## src/rtl/dma_rd_desc_splitter_if.sv

```systemverilog
// rtl/dma_rd_desc_splitter_if.sv - request, read-descriptor and completion-status signals of the splitter
interface dma_rd_desc_splitter_if #(
  parameter int AXI_ADDR_WIDTH = 32,
  parameter int LEN_WIDTH      = 9,
  parameter int REQ_LEN_WIDTH  = 20
);
  logic [AXI_ADDR_WIDTH-1:0] s_req_addr;
  logic [REQ_LEN_WIDTH-1:0]  s_req_len;
  logic                      s_req_valid;
  logic                      s_req_ready;
  logic [AXI_ADDR_WIDTH-1:0] m_axis_read_desc_addr;
  logic [LEN_WIDTH-1:0]      m_axis_read_desc_len;
  logic                      m_axis_read_desc_valid;
  logic                      m_axis_read_desc_ready;
  logic                      s_axis_read_desc_status_valid;

  // master: the splitter itself; slave: the requester plus the DMA read engine
  modport master (
    input  s_req_addr, s_req_len, s_req_valid,
    output s_req_ready,
    output m_axis_read_desc_addr, m_axis_read_desc_len, m_axis_read_desc_valid,
    input  m_axis_read_desc_ready,
    input  s_axis_read_desc_status_valid
  );

  modport slave (
    output s_req_addr, s_req_len, s_req_valid,
    input  s_req_ready,
    input  m_axis_read_desc_addr, m_axis_read_desc_len, m_axis_read_desc_valid,
    output m_axis_read_desc_ready,
    output s_axis_read_desc_status_valid
  );
endinterface

```

## src/rtl/dma_rd_desc_splitter.sv

```systemverilog
// rtl/dma_rd_desc_splitter.sv - splits one read request into capped, boundary-safe DMA read descriptors
module dma_rd_desc_splitter #(
  parameter int AXI_ADDR_WIDTH  = 32,
  parameter int LEN_WIDTH       = 9,
  parameter int REQ_LEN_WIDTH   = 20,
  parameter int MAX_DESC_LEN    = 256,
  parameter int BOUNDARY        = 4096,
  parameter int MAX_OUTSTANDING = 4,
  localparam int OUT_WIDTH      = $clog2(MAX_OUTSTANDING + 1)
) (
  input  logic                 clk,
  input  logic                 rst,
  dma_rd_desc_splitter_if.master bus,
  output logic                 busy,
  output logic                 done,
  output logic [OUT_WIDTH-1:0] outstanding
);
  localparam int CW = REQ_LEN_WIDTH + 1;
  localparam logic [AXI_ADDR_WIDTH-1:0] BOUND_MASK = AXI_ADDR_WIDTH'(BOUNDARY - 1);

  typedef enum logic [1:0] {IDLE, ISSUE, DRAIN} state_t;

  state_t                    state_r, state_n;
  logic [AXI_ADDR_WIDTH-1:0] addr_r;
  logic [REQ_LEN_WIDTH-1:0]  rem_r;
  logic                      init_r;
  logic [CW-1:0]             rem_w, room_w, chunk_w;
  logic                      req_ready, desc_valid;
  logic                      req_fire, desc_fire, status_in, last_chunk;

  // Chunk = min(remaining, max descriptor, bytes left before the next boundary)
  always_comb begin
    rem_w   = {1'b0, rem_r};
    room_w  = CW'(BOUNDARY) - CW'(addr_r & BOUND_MASK);
    chunk_w = CW'(MAX_DESC_LEN);
    if (room_w < chunk_w) chunk_w = room_w;
    if (rem_w < chunk_w)  chunk_w = rem_w;
  end

  assign last_chunk = (chunk_w == rem_w);
  assign status_in  = bus.s_axis_read_desc_status_valid;
  assign req_fire   = req_ready && bus.s_req_valid;
  assign desc_fire  = desc_valid && bus.m_axis_read_desc_ready;

  assign bus.s_req_ready            = req_ready;
  assign bus.m_axis_read_desc_valid = desc_valid;
  assign bus.m_axis_read_desc_addr  = addr_r;
  assign bus.m_axis_read_desc_len   = chunk_w[LEN_WIDTH-1:0];
  assign busy                       = (state_r != IDLE);

  always_ff @(posedge clk or posedge rst) begin
    if (rst) state_r <= IDLE;
    else     state_r <= state_n;
  end

  always_comb begin
    state_n    = state_r;
    req_ready  = 1'b0;
    desc_valid = 1'b0;
    done       = 1'b0;
    case (state_r)
      IDLE: begin
        // init_r keeps ready low until the first edge after reset release
        req_ready = init_r;
        if (init_r && bus.s_req_valid)
          state_n = (bus.s_req_len != '0) ? ISSUE : DRAIN;
      end
      ISSUE: begin
        desc_valid = (outstanding < OUT_WIDTH'(MAX_OUTSTANDING));
        if (desc_valid && bus.m_axis_read_desc_ready && last_chunk)
          state_n = DRAIN;
      end
      DRAIN: begin
        if (outstanding == '0) begin
          done    = 1'b1;
          state_n = IDLE;
        end
      end
      default: state_n = IDLE;
    endcase
  end

  always_ff @(posedge clk or posedge rst) begin
    if (rst) begin
      addr_r      <= '0;
      rem_r       <= '0;
      init_r      <= 1'b0;
      outstanding <= '0;
    end else begin
      init_r <= 1'b1;
      if (req_fire) begin
        addr_r <= bus.s_req_addr;
        rem_r  <= bus.s_req_len;
      end else if (desc_fire) begin
        addr_r <= addr_r + AXI_ADDR_WIDTH'(chunk_w);
        rem_r  <= rem_r - chunk_w[REQ_LEN_WIDTH-1:0];
      end
      // Stray completions with nothing in flight are dropped
      if (desc_fire && !status_in)
        outstanding <= outstanding + OUT_WIDTH'(1);
      else if (!desc_fire && status_in && outstanding != '0)
        outstanding <= outstanding - OUT_WIDTH'(1);
    end
  end
endmodule

```

## src/flat_wrapper.sv

```systemverilog
// flat-port wrapper written by rule: the top's interface ports become plain ports
module dma_rd_desc_splitter_flat 
#(
  parameter int AXI_ADDR_WIDTH  = 32,
  parameter int LEN_WIDTH       = 9,
  parameter int REQ_LEN_WIDTH   = 20,
  parameter int MAX_DESC_LEN    = 256,
  parameter int BOUNDARY        = 4096,
  parameter int MAX_OUTSTANDING = 4,
  localparam int OUT_WIDTH      = $clog2(MAX_OUTSTANDING + 1)
)
  (clk, rst, busy, done, outstanding, bus_s_req_addr, bus_s_req_len, bus_s_req_valid, bus_s_req_ready, bus_m_axis_read_desc_addr, bus_m_axis_read_desc_len, bus_m_axis_read_desc_valid, bus_m_axis_read_desc_ready, bus_s_axis_read_desc_status_valid);
  dma_rd_desc_splitter_if #(.AXI_ADDR_WIDTH(AXI_ADDR_WIDTH), .LEN_WIDTH(LEN_WIDTH), .REQ_LEN_WIDTH(REQ_LEN_WIDTH)) bus_i ();
  input  logic clk;
  input  logic rst;
  output logic busy;
  output logic done;
  output logic [OUT_WIDTH-1:0] outstanding;
  input wire logic [$bits(bus_i.s_req_addr)-1:0] bus_s_req_addr;
  input wire logic [$bits(bus_i.s_req_len)-1:0] bus_s_req_len;
  input wire logic [$bits(bus_i.s_req_valid)-1:0] bus_s_req_valid;
  output wire logic [$bits(bus_i.s_req_ready)-1:0] bus_s_req_ready;
  output wire logic [$bits(bus_i.m_axis_read_desc_addr)-1:0] bus_m_axis_read_desc_addr;
  output wire logic [$bits(bus_i.m_axis_read_desc_len)-1:0] bus_m_axis_read_desc_len;
  output wire logic [$bits(bus_i.m_axis_read_desc_valid)-1:0] bus_m_axis_read_desc_valid;
  input wire logic [$bits(bus_i.m_axis_read_desc_ready)-1:0] bus_m_axis_read_desc_ready;
  input wire logic [$bits(bus_i.s_axis_read_desc_status_valid)-1:0] bus_s_axis_read_desc_status_valid;
  assign bus_i.s_req_addr = bus_s_req_addr;
  assign bus_i.s_req_len = bus_s_req_len;
  assign bus_i.s_req_valid = bus_s_req_valid;
  assign bus_s_req_ready = bus_i.s_req_ready;
  assign bus_m_axis_read_desc_addr = bus_i.m_axis_read_desc_addr;
  assign bus_m_axis_read_desc_len = bus_i.m_axis_read_desc_len;
  assign bus_m_axis_read_desc_valid = bus_i.m_axis_read_desc_valid;
  assign bus_i.m_axis_read_desc_ready = bus_m_axis_read_desc_ready;
  assign bus_i.s_axis_read_desc_status_valid = bus_s_axis_read_desc_status_valid;
  dma_rd_desc_splitter #(.AXI_ADDR_WIDTH(AXI_ADDR_WIDTH), .LEN_WIDTH(LEN_WIDTH), .REQ_LEN_WIDTH(REQ_LEN_WIDTH), .MAX_DESC_LEN(MAX_DESC_LEN), .BOUNDARY(BOUNDARY), .MAX_OUTSTANDING(MAX_OUTSTANDING)) u_core (.clk(clk), .rst(rst), .bus(bus_i), .busy(busy), .done(done), .outstanding(outstanding));
endmodule
```

## config.mk

```make
export PLATFORM = sky130hd
export DESIGN_NAME = dma_rd_desc_splitter_flat
export DESIGN_NICKNAME = d
export VERILOG_FILES = /design/src/rtl/dma_rd_desc_splitter_if.sv /design/src/rtl/dma_rd_desc_splitter.sv /design/src/flat_wrapper.sv
export SDC_FILE = /design/constraint.sdc
export NUM_CORES = 1
export LEC_CHECK = 0
export CAP_MARGIN = 20
export CORE_MARGIN = 3
export CORE_UTILIZATION = 30
export CTS_CLUSTER_DIAMETER = 200
export DETAILED_ROUTE_END_ITERATION = 6
export PLACE_DENSITY = 0.62
export SLEW_MARGIN = 20
export SYNTH_ARGS = -nofsm -noshare
export SYNTH_HDL_FRONTEND = slang
export SYNTH_SLANG_ARGS = --single-unit
```

## constraint.sdc

```tcl
create_clock -name clk -period 10.68 [get_ports clk]
set_clock_uncertainty 0.2 [all_clocks]
set_input_delay 3.204 -clock clk [delete_from_list [all_inputs] [get_ports clk]]
set_output_delay 3.204 -clock clk [all_outputs]
set_load 0.005 [all_outputs]
```

==> implementation parameters <==
Parameter                              Value

Status
  Outcome    finished, final reports clean

Clocking
  CTS Buffer Depth    2
  Total CTS buffers    9
  Clock latency at the later pin of the worst-skew pair    340 ps
  TritonCTS sink count    58
  CTS H-tree depth    3
  Clock transition at the registers of the reported paths    60 ps
  Count of hold-fix buffers inserted at cts    0
  Total of cells resized after clock tree synthesis    0
  Master cell of the clock root buffer    sky130_fd_sc_hd__clkbuf_16
  Total setup buffers inserted after CTS    0
  TritonCTS clock tree    done

Synth
  Ys async rst share    100.0%
  Post-synthesis cell type count    55
  Most common flop cell mapped by yosys    sky130_fd_sc_hd__dfrtp_1
  Register bit total from synthesis    58
  Largest cells by area after synthesis    sky130_fd_sc_hd__dfrtp_1 (28%), sky130_fd_sc_hd__ha_1 (11%), sky130_fd_sc_hd__o21ai_0 (4.7%), sky130_fd_sc_hd__a22oi_1 (3.9%), sky130_fd_sc_hd__nor2_1 (3.6%)
  Yosys top cell by area    sky130_fd_sc_hd__dfrtp_1
  Syn_area_per_cell    8.472 µm²
  Dominant combinational cell family by area after synthesis    compound AO/OA/AOI/OAI gates
  Most numerous cell types in the synthesized netlist    sky130_fd_sc_hd__dfrtp_1 (58), sky130_fd_sc_hd__nor2_1 (49), sky130_fd_sc_hd__o21ai_0 (48), sky130_fd_sc_hd__nand2_1 (47), sky130_fd_sc_hd__ha_1 (46)
  Post-synthesis compound-gate area fraction    28.20%
  Number of flops mapped to enable cells by yosys    0
  Sequential-to-total area share from yosys stat    28.22%
  Post-synthesis cell area    5142 µm²
  Area fraction in and, or, nand and nor cells after synthesis    17.96%
  Most numerous cell in the Yosys netlist    sky130_fd_sc_hd__dfrtp_1
  Post-synthesis share of cell area spent on xor and xnor gates    5.109%
  Share of synthesized cell area in full adder, half adder and majority cells    12.36%
  Multiplexer fraction of the synthesized cell area    4.088%
  Total number of yosys warnings    0
  Cells after Synth    607
  Fraction of post-synthesis cell area in the top cell type by area    28.22%

Route
  Drt drc    0
  Vias per inst    5.366
  Number of DRC markers after the initial detailed-route iteration    296
  Vias after detailed routing    5,033
  Residual antenna-violating net count after detailed routing    0
  Wirelength, routed    16,170 µm
  Detailed-routing iteration count for the pre-antenna-repair pass    5
  Wire length per cell after detailed routing    17.24 µm

GRT
  Vias in the first global route    4,991
  Initial antenna violation count    0
  GRT Resource Usage Total    17.72%
  Remaining global-route overflow    0
  Wire length of the first global-routing pass    26,030 µm
  Maximum number of pins on one net before global-route repair    59

Pwr
  Leakage component of the power    2.904 nW
  Areal power density over the cells    269.3 nW/µm²
  Max rail drop VDD    0.1192 mV
  Final Total Pwr    1.830 mW

Placed design
  Quantity of I/O buffers inserted on ports    104
  HPWL after detailed placement    11,950 µm
  Cell Count Post-Placement    922
  Worst-case setup slack after placement    2418 ps
  Cell area after placement    6466 µm²
  Final weighted congestion in routability-driven placement    0.8619

Die
  Number of top-level design ports    105
  DIE AREA    18,750 µm²
  Die Ht    136.9 µm
  Die Wd    136.9 µm
  Core Rows    47
  Core Footprint    16,700 µm²
  Starting Density    30.79%

Critical path
  Worst r2r path cells    25
  Nature of the critical path startpoint    flip-flop
  R2R Path End    u_core.bus.m_axis_read_desc_addr[17]$_DFFE_PP0P_
  Worst setup path category    flip-flop to output pin
  Cell repeated most along the worst path    sky130_fd_sc_hd__inv_1
  Crit-path slowest cell    sky130_fd_sc_hd__a21o_1
  Crit path required time    7280 ps
  Peak fanout along the critical path    25
  Crit. End Element    output pin
  Chain of cells forming the critical path    inv_1 > ha_1 > nor3b_1 > nand3_1 > mux2i_1 > nor2_1 > inv_1 > nor2_1 > inv_1 > ha_1 > o21a_1 > o21ai_0 > nand2b_1 > a21oi_1 > nor3_1 > a21o_1 > mux2i_1 > clkdlybuf4s50_1
  Setup slack on the worst flop-to-flop path    3890 ps
  Max stage delay on crit path    760 ps
  WP data arrival    5210 ps
  FF-to-FF Start    u_core.bus.m_axis_read_desc_addr[0]$_DFFE_PP0P_

Cells and area
  Area Overhead vs Synth    32.17%
  Total inserted antenna cells    0
  Utilization after layout    40.70%
  Number of nets in the layout    819
  Fin cells    938
  Total of fill cells in the finished design    1,730
  Fraction of final layout cells sized beyond drive strength 1    6.267%
  Layout Cell Area excl Fill    6797 µm²

STA
  Maximum clock rate    116.1 MHz
  Setup violations, final    0
  Post-route fraction of the period consumed by the critical path    80.64%
  Relative max-transition margin    38.34%
  RSZ-0062 raised after global routing    false
  Min Hold Slack    310.3 ps
  Setup WS post-layout    2067 ps
  Setup Total Neg Slack    0 ps
  Crit path time final    8613 ps
  Hold violation total from the final report    0
  Measured slew at the worst slew-check pin    924.9 ps
  Final slew viol count    0

Worst hold path
  Worst Hold Launch    u_core.state_r[1]$_DFFE_PP0P_
  Hold-critical path endpoint    u_core.state_r[1]$_DFFE_PP0P_
  Hold/Removal Path Class    flip-flop to flip-flop
  Cell depth of the worst min-delay path    1

Job
  Total of max-cap violations    0
## area by class of cell
class | instances | area, µm² | area share (%)
clock inverter | 4 | 73.82 | 1.086
timing repair buffer | 109 | 1099 | 16.16
clock buffer | 12 | 256.5 | 3.774
multi-input combinational | 507 | 3536 | 52.03
tap | 220 | 275.3 | 4.050
sequential | 58 | 1451 | 21.35
inverter | 28 | 105.1 | 1.546
## worst max-delay path: cells and delay by family (launching register included)
kind / cells / cell delay (ps)
buf+inv: 4 / 980
fa+ha+maj: 2 / 460
mux: 2 / 730
compound gates: 4 / 1000
simple gates: 6 / 1240
flops: 1 / 460
## cells in the final DEF, fill, tap and decap left out, drive strengths merged, types with 11 or more instances in the layout
cell type / n
a21o: 23
a21oi: 30
a221o: 11
a22oi: 27
clkbuf: 12
clkdlybuf4s50: 104
conb: 12
dfrtp: 58
ha: 46
inv: 28
mux2i: 12
nand2: 47
nand3: 15
nor2: 49
nor3: 17
o211ai: 14
o21ai: 51
xor2: 20
## layer usage
layer | up-vias | global-route usage, % | part of all wire, %
met4 | 0 | 5.377 | 2.1
met2 | 133 | 28.04 | 46
met5 | - | 0 | 0
li1 | 2500 | - | -
met1 | 2376 | 23.94 | 46
met3 | 24 | 4.228 | 6.1
## worst max path at each step
| stage | cells after the start | end | startpoint | slack, ps |
|---|---|---|---|---|
| 3_5_place_dp | 17 | bus_m_axis_read_desc_len[1] | u_core.bus.m_axis_read_desc_addr[0]$_DFFE_PP0P_ | 2420 |
| 6_report | 18 | bus_m_axis_read_desc_len[1] | u_core.bus.m_axis_read_desc_addr[0]$_DFFE_PP0P_ | 2070 |
| 2_1_floorplan | 18 | bus_m_axis_read_desc_len[1] | u_core.bus.m_axis_read_desc_addr[1]$_DFFE_PP0P_ | 3730 |
| 3_3_place_gp | 18 | bus_m_axis_read_desc_len[1] | u_core.bus.m_axis_read_desc_addr[0]$_DFFE_PP0P_ | 2600 |
| 5_1_grt | 18 | bus_m_axis_read_desc_len[1] | u_core.bus.m_axis_read_desc_addr[0]$_DFFE_PP0P_ | 1590 |
| 4_1_cts | 17 | bus_m_axis_read_desc_len[1] | u_core.bus.m_axis_read_desc_addr[0]$_DFFE_PP0P_ | 2030 |
## where the power goes
group	leakage, nW	internal, mW	switching (mW)	total, mW
Sequential	0.718	0.322	0.150	0.472
Combinational	2.02	0.505	0.523	1.03
Clock	0.163	0.217	0.114	0.331
## cell families after synthesis
family / after synthesis
adders and majority gates: 49
muxes: 20
other: 2
AOI/OAI and AO/OA: 209
DFF: 58
and+or+nand+nor: 187
xor gates and xnor gates: 30
buffers and inverters: 52
## flip-flops by register name, summed over array words and instances (netlist names)
register                          flops
u_core.outstanding                    3
u_core.init_r                         1
u_core.state_r                        2
u_core.bus.m_axis_read_desc_addr     32
u_core.rem_r                         20
Note: power is estimated with default switching activity, not from simulation.
